<file path="src/rtl/instruction_dispatcher.sv">
// Instruction dispatcher: decodes a CPU opcode, starts the text or graphics
// engine, waits for its completion (with a timeout), captures query results
// and reports finished/error status back to the CPU register block.
module instruction_dispatcher #(
  parameter int unsigned TIMEOUT = 4096
) (
  input  logic        phi2,
  input  logic        reset,
  // CPU register block side
  input  logic        instruction_start,
  input  logic [7:0]  instruction,
  input  logic [87:0] arg_bus,
  output logic        instruction_busy,
  output logic        instruction_finished,
  output logic        instruction_error,
  output logic [7:0]  result_0,
  output logic [7:0]  result_1,
  // Engine side
  output logic [2:0]  eng_op,
  output logic [87:0] eng_args,
  output logic        text_start,
  output logic        gfx_start,
  output logic        eng_abort,
  input  logic        text_done,
  input  logic        gfx_done,
  input  logic [7:0]  text_result,
  input  logic [15:0] gfx_result
);

  typedef enum logic [1:0] {
    ST_IDLE     = 2'd0,
    ST_DISPATCH = 2'd1,
    ST_WAIT     = 2'd2,
    ST_DONE     = 2'd3
  } state_t;

  // Last counter value of a WAIT phase; reaching it without a done aborts.
  localparam logic [15:0] CNT_LAST = 16'(TIMEOUT - 1);

  state_t      state_q, state_d;
  logic [15:0] cnt_q, cnt_d;
  logic        err_q, err_d;
  logic        abort_q, abort_d;
  logic        sel_gfx_q;
  logic        query_q;
  logic [2:0]  op_q;
  logic [87:0] args_q;
  logic [7:0]  r0_q, r1_q;

  logic        latch_en;
  logic        capture_en;
  logic        op_is_text;
  logic        op_is_gfx;
  logic        op_is_query;
  logic        accept;
  logic        sel_done;

  // Opcode decode of the incoming instruction.
  always_comb begin
    op_is_text  = (instruction <= 8'h04);
    op_is_gfx   = (instruction >= 8'h10) && (instruction <= 8'h14);
    op_is_query = (instruction == 8'h03) || (instruction == 8'h14);
  end

  // Starts are only honoured when no instruction is in flight.
  assign accept   = instruction_start &&
                    ((state_q == ST_IDLE) || (state_q == ST_DONE));
  // Only the engine that was actually started may complete the instruction.
  assign sel_done = sel_gfx_q ? gfx_done : text_done;

  // State register and WAIT-phase bookkeeping.
  always_ff @(posedge phi2) begin
    if (reset) begin
      state_q <= ST_IDLE;
      cnt_q   <= 16'd0;
      err_q   <= 1'b0;
      abort_q <= 1'b0;
    end else begin
      state_q <= state_d;
      cnt_q   <= cnt_d;
      err_q   <= err_d;
      abort_q <= abort_d;
    end
  end

  // Next-state logic plus the per-cycle control strobes.
  always_comb begin
    state_d    = state_q;
    cnt_d      = cnt_q;
    err_d      = err_q;
    abort_d    = 1'b0;
    latch_en   = 1'b0;
    capture_en = 1'b0;
    case (state_q)
      ST_IDLE, ST_DONE: begin
        state_d = ST_IDLE;
        if (accept) begin
          if (op_is_text || op_is_gfx) begin
            latch_en = 1'b1;
            err_d    = 1'b0;
            state_d  = ST_DISPATCH;
          end else begin
            // Unknown opcode: report failure immediately, no engine involved.
            err_d   = 1'b1;
            state_d = ST_DONE;
          end
        end
      end
      ST_DISPATCH: begin
        cnt_d   = 16'd0;
        state_d = ST_WAIT;
      end
      ST_WAIT: begin
        // A done arriving on the last allowed cycle still counts as success.
        if (sel_done) begin
          err_d      = 1'b0;
          capture_en = query_q;
          state_d    = ST_DONE;
        end else if (cnt_q == CNT_LAST) begin
          err_d   = 1'b1;
          abort_d = 1'b1;
          state_d = ST_DONE;
        end else begin
          cnt_d = cnt_q + 16'd1;
        end
      end
      default: state_d = ST_IDLE;
    endcase
  end

  // Latched instruction context and query results.
  always_ff @(posedge phi2) begin
    if (reset) begin
      op_q      <= 3'd0;
      args_q    <= 88'd0;
      sel_gfx_q <= 1'b0;
      query_q   <= 1'b0;
      r0_q      <= 8'd0;
      r1_q      <= 8'd0;
    end else begin
      if (latch_en) begin
        op_q      <= instruction[2:0];
        args_q    <= arg_bus;
        sel_gfx_q <= op_is_gfx;
        query_q   <= op_is_query;
      end
      if (capture_en) begin
        if (sel_gfx_q) begin
          r0_q <= gfx_result[7:0];
          r1_q <= gfx_result[15:8];
        end else begin
          r0_q <= text_result;
          r1_q <= 8'h00;
        end
      end
    end
  end

  // Status and strobes decode straight from registered state.
  assign instruction_busy     = (state_q == ST_DISPATCH) || (state_q == ST_WAIT);
  assign instruction_finished = (state_q == ST_DONE);
  assign instruction_error    = err_q;
  assign text_start           = (state_q == ST_DISPATCH) && !sel_gfx_q;
  assign gfx_start            = (state_q == ST_DISPATCH) &&  sel_gfx_q;
  assign eng_abort            = abort_q;
  assign eng_op               = op_q;
  assign eng_args             = args_q;
  assign result_0             = r0_q;
  assign result_1             = r1_q;

endmodule

</file>
<file path="config.mk">
export PLATFORM = sky130hd
export DESIGN_NAME = instruction_dispatcher
export DESIGN_NICKNAME = d
export VERILOG_FILES = /design/src/rtl/instruction_dispatcher.sv
export SDC_FILE = /design/constraint.sdc
export NUM_CORES = 1
export LEC_CHECK = 0
export CAP_MARGIN = 5
export CORE_ASPECT_RATIO = 0.7
export CORE_MARGIN = 1.5
export CORE_UTILIZATION = 29
export DETAILED_ROUTE_END_ITERATION = 8
export GPL_TIMING_DRIVEN = 0
export SLEW_MARGIN = 20
export SYNTH_ARGS = -nofsm -noshare
export SYNTH_HDL_FRONTEND = slang
export SYNTH_SLANG_ARGS = --single-unit
</file>
<file path="constraint.sdc">
create_clock -name phi2 -period 2.53 [get_ports phi2]
set_input_delay 0.506 -clock phi2 [delete_from_list [all_inputs] [get_ports phi2]]
set_output_delay 0.506 -clock phi2 [all_outputs]
set_load 0.03 [all_outputs]
</file>
Yosys cells after proc, flatten, opt, wreduce, memory -nomap -nowiden
Cells that the tools add are included.

cells by class
  add/subtract/negate cells = 1
  order comparisons = 3
  equality and inequality tests = 10
  muxes and demuxes = 22
  bitwise operators = 1
  reductions and logical operators = 16

operators with widths
  kind                                                             count
  two-way mux 16 bit                                               2
  case mux 16 bit (2 select lines)                                 1
  adder 16 x 1 -> 16 bit (second input constant)                   1
  equality test 16 x 12 -> 1 bit (second input constant)           1
  two-way mux 8 bit                                                2
  two-way mux 1 bit                                                11
  equality test 8 x 2 -> 1 bit (second input constant)             1
  equality test 8 x 5 -> 1 bit (second input constant)             1
  >= comparator 8 x 5 -> 1 bit (second input constant)             1
  less-or-equal comparator 8 x 3 -> 1 bit (second input constant)  1
  less-or-equal comparator 8 x 5 -> 1 bit (second input constant)  1
  two-way mux 2 bit                                                4
  inequality test 2 bit (second input constant)                    3
  case mux 2 bit (3 select lines)                                  1
  AND reduction 3 bit                                              2
  equality test 2 bit (second input constant)                      2
  logical AND 1 bit                                                4
  logical OR 1 bit                                                 4
  nonzero test 2 bit                                               2
  inequality test 3 bit (second input constant)                    1
  OR reduction 3 bit                                               1
  equality test 2 x 1 -> 1 bit (second input constant)             1
  zero test 2 bit                                                  1
  case mux 1 bit (2 select lines)                                  1
  3 further kinds                                                  3

storage, ports and cells
  bits in registers = 129
  bits of input ports = 125
  output and inout port bits = 113
  logic and storage cells = 63

Longest topological paths before layout
  word-level depth = 6
  depth in mapped cells = 7
  mapped depth without buffers = 6

Least setup slack after synthesis
Ideal clock, no wire load.

  path kind = register to output
  start = register sel_gfx_q
  end = output gfx_start
  data arrival time = 1.391 ns
  required time = 2.024 ns
  path slack = 0.633 ns
  stages on the path, launching flop included = 4
  path buffers = 2
  path through = dfxtp_1 buf_1 clkbuf_1 and2_1

on the way
  cells in the longest elaborated chain, start to end = 1

ends and longest elaborated chain
  what                      line  source
  start: declaration        44    logic sel_gfx_q;
  start signal: assignment  144   sel_gfx_q <= op_is_gfx;
  logical AND 1 bit         164   assign gfx_start = (state_q == ST_DISPATCH) && sel_gfx_q;
  end: declaration          22    output logic gfx_start,

No other way between the ends.

Final worst setup path
Same ends and word-level chain as after synthesis.

==> impl_metrics.toml <==
[final_layout]
nNetsFinal = 988
mostFrequentLayoutCells = "clkdlybuf4s50_1, nand2_1, dfxtp_1"
final_area_sq_mm = 0.00817
drive_gt1_share_pct = 6.54
syn_to_final_growth_pct = 66.8
instances_no_fill = 1096
final_common_cell = "clkdlybuf4s50_1"
n_antenna_cell = 0

[clock_tree]
cts_root_buf = "clkbuf_16"
cts_sinks = 129
numCtsBuffers = 17
cts_tree = "built"
holdBufCountCts = 0
clockBufferDepth = 2
cts_max_level = 4
worst_skew_pair.late_latency_ns = 0.41
clk_pin_slew_worst_paths_ns = 0.06

[global_route]
grt_max_degree = 20
grt_pass1_vias = 4763
grt_pass1_wl_mm = 25.4
antenna_found_initial = 1
grt_overflow = 0
grt_use_total_pct = 18.7

[run_status]
outcome = "finished, final reports clean"

[sta]
fin_crit_ns = 2.37
worst_slack_ns = 0.165
grt_setup_unrepaired = "no"
tightestPinTransition_ns = 0.670
tns_ns = 0
setup_viol = 0
max_freq_mhz = 423
holdWs_ns = 0.451
hold_viol = 0
drv_slew = 0
slew_headroom_pct = 55.3
skew_ns = 0.00699
min_period_over_period_pct = 93.5

[drt]
drc = 0
routed-via-count = 4954
drt_iter0_markers = 194
wl_mm = 16.3
wl_per_cell_microns = 14.9
antenna_left = 0
routed_via_density = 4.52
firstDrtPassIters = 5

[synth]
synth_edf_count = 0
synthDistinctLibCells = 37
netlist_instances = 605
syn_area_sq_mm = 0.00490
synth_ff_type = "dfxtp_1"
synth-seq-area-share_pct = 52.7
yosys_warnings = 0
syn_nets = 734
avgSynthCellArea_sq_um = 8.10
async_flop_share_pct = 0
ys_ff_latch = 129

[run]
cap_violations = 0

[die]
die_area_sq_mm = 0.0177
initial_core_util_pct = 29.9
die_w_microns = 158
rows = 39
io_pins = 238
coreArea_sq_mm = 0.0164
dieHeight_microns = 112

[critical_path]
required_ns = 2.02
start_kind = "register"
arrival_ns = 1.86
crit_start = "sel_gfx_q$_SDFFE_PP0P_"
worstRegToRegCells = 7
worstPathCellList = "buf_4 > and2_1 > clkdlybuf4s50_1"
path_class = "register to output pin"
slowest_stage = "clkdlybuf4s50_1"
r2r-start = "state_q[0]$_SDFFE_PP0P_"
crit_path_end_kind = "output pin"
worstPathMaxFanout = 19
r2r_end = "cnt_q[13]$_SDFFE_PP0P_"
r2r_setup_slack_ns = 0.46
critical_path.endpoint = "gfx_start"
slowest_delay_ns = 0.66

[worst_hold_path]
hp-class = "register to register"

[placement]
dp_cells = 1066
dp_hpwl_mm = 12.3
dpl_worst_slack_ns = -0.291
placedInstanceArea_sq_mm = 0.00754
port_buffers = 236
gp_congestion = 0.775

[power_and_ir_drop]
p_leak_nw = 2.77
peakVddDrop_v = 0.000392
powerDensity_mw_per_mm2 = 634
## cell families after synthesis
logic type      share of synthesized area [%]
compound gates                           14.2
xor+xnor                                 1.97
fa+ha+maj                                1.02
buf+inv                                  4.04
flops                                    52.7
mux                                      2.15
simple gates                             23.9
## worst min-delay path by stage
stage | startpoint | endpoint | cells past startpoint
2_1_floorplan | query_q$_SDFFE_PP0P_ | query_q$_SDFFE_PP0P_ | 2
3_3_place_gp | result_1[7]$_SDFFE_PP0P_ | result_1[7]$_SDFFE_PP0P_ | 2
3_5_place_dp | result_1[7]$_SDFFE_PP0P_ | result_1[7]$_SDFFE_PP0P_ | 2
4_1_cts | result_1[7]$_SDFFE_PP0P_ | result_1[7]$_SDFFE_PP0P_ | 2
5_1_grt | eng_args[74]$_SDFFE_PP0P_ | eng_args[74]$_SDFFE_PP0P_ | 2
6_report | eng_args[80]$_SDFFE_PP0P_ | eng_args[80]$_SDFFE_PP0P_ | 2
## flip-flops by register name, indices dropped and copies added, names as in the netlist
signal,cells
cnt_q,16
eng_abort,1
eng_args,88
eng_op,3
instruction_error,1
query_q,1
result_0,8
result_1,8
sel_gfx_q,1
state_q,2
## repair_timing
item / 4_1_cts / 5_1_grt
buffers inserted: 0 / 0
gates resized for setup: 2 / 3
gates cloned: 0 / 0
endpoints found under the setup margin: 2 / 3
## cell type report
type                       instances  area [sq um]
fill                            1651          8230
sequential                       129          2580
timing repair buffer             236          2360
multi-input combinational        430          2120
clock buffer                      18           439
tap                              225           282
clock inverter                    13           185
buffer                            41           184
inverter                           4          15.0
## cells in the mapped netlist (all sizes together), types with 3 or more instances
cell type / number / area [sq um]
nor3b: 3 / 22.5
mux2i: 9 / 93.8
nand2b: 3 / 18.8
a211oi: 11 / 82.6
a21oi: 105 / 526
nand2: 203 / 762
nor4: 3 / 33.8
clkbuf: 22 / 82.6
inv: 4 / 15.0
ha: 4 / 50.1
and4: 3 / 26.3
buf: 20 / 100
xnor2: 11 / 96.3
a311oi: 3 / 26.3
and3: 4 / 25.0
nor3: 6 / 30.0
dfxtp: 129 / 2580
nand3: 16 / 80.1
nor2: 28 / 108
## where the power goes
group	internal (mW)	switching [mW]
Sequential	2.06	0.0169
Combinational	0.267	0.226
Clock	1.67	0.934
## stage by stage
step	utilization, %	power (mW)
after detailed placement	46.0	2.62
after global placement	46.0	2.62
after global routing	49.8	5.37
final	49.8	5.18
after floorplan	-	2.31
after CTS	49.8	5.24
## critical path, delay by kind of cell, from the launching register on
family                 cells  cell delay [ns]
flip-flops                 1             0.35
AND/OR/NAND/NOR            1             0.16
buffers and inverters      2             0.93
## routing by layer
layer  up-vias  global-route usage (%)  share of wire [%]
met5         -                       0                  0
met4         0                    5.23                1.1
met3        13                    8.64                 11
met1      2246                    23.7                 45
met2       178                    28.2                 43
li1       2517                       -                  -
No activity file was read; power rests on OpenSTA's default activity.
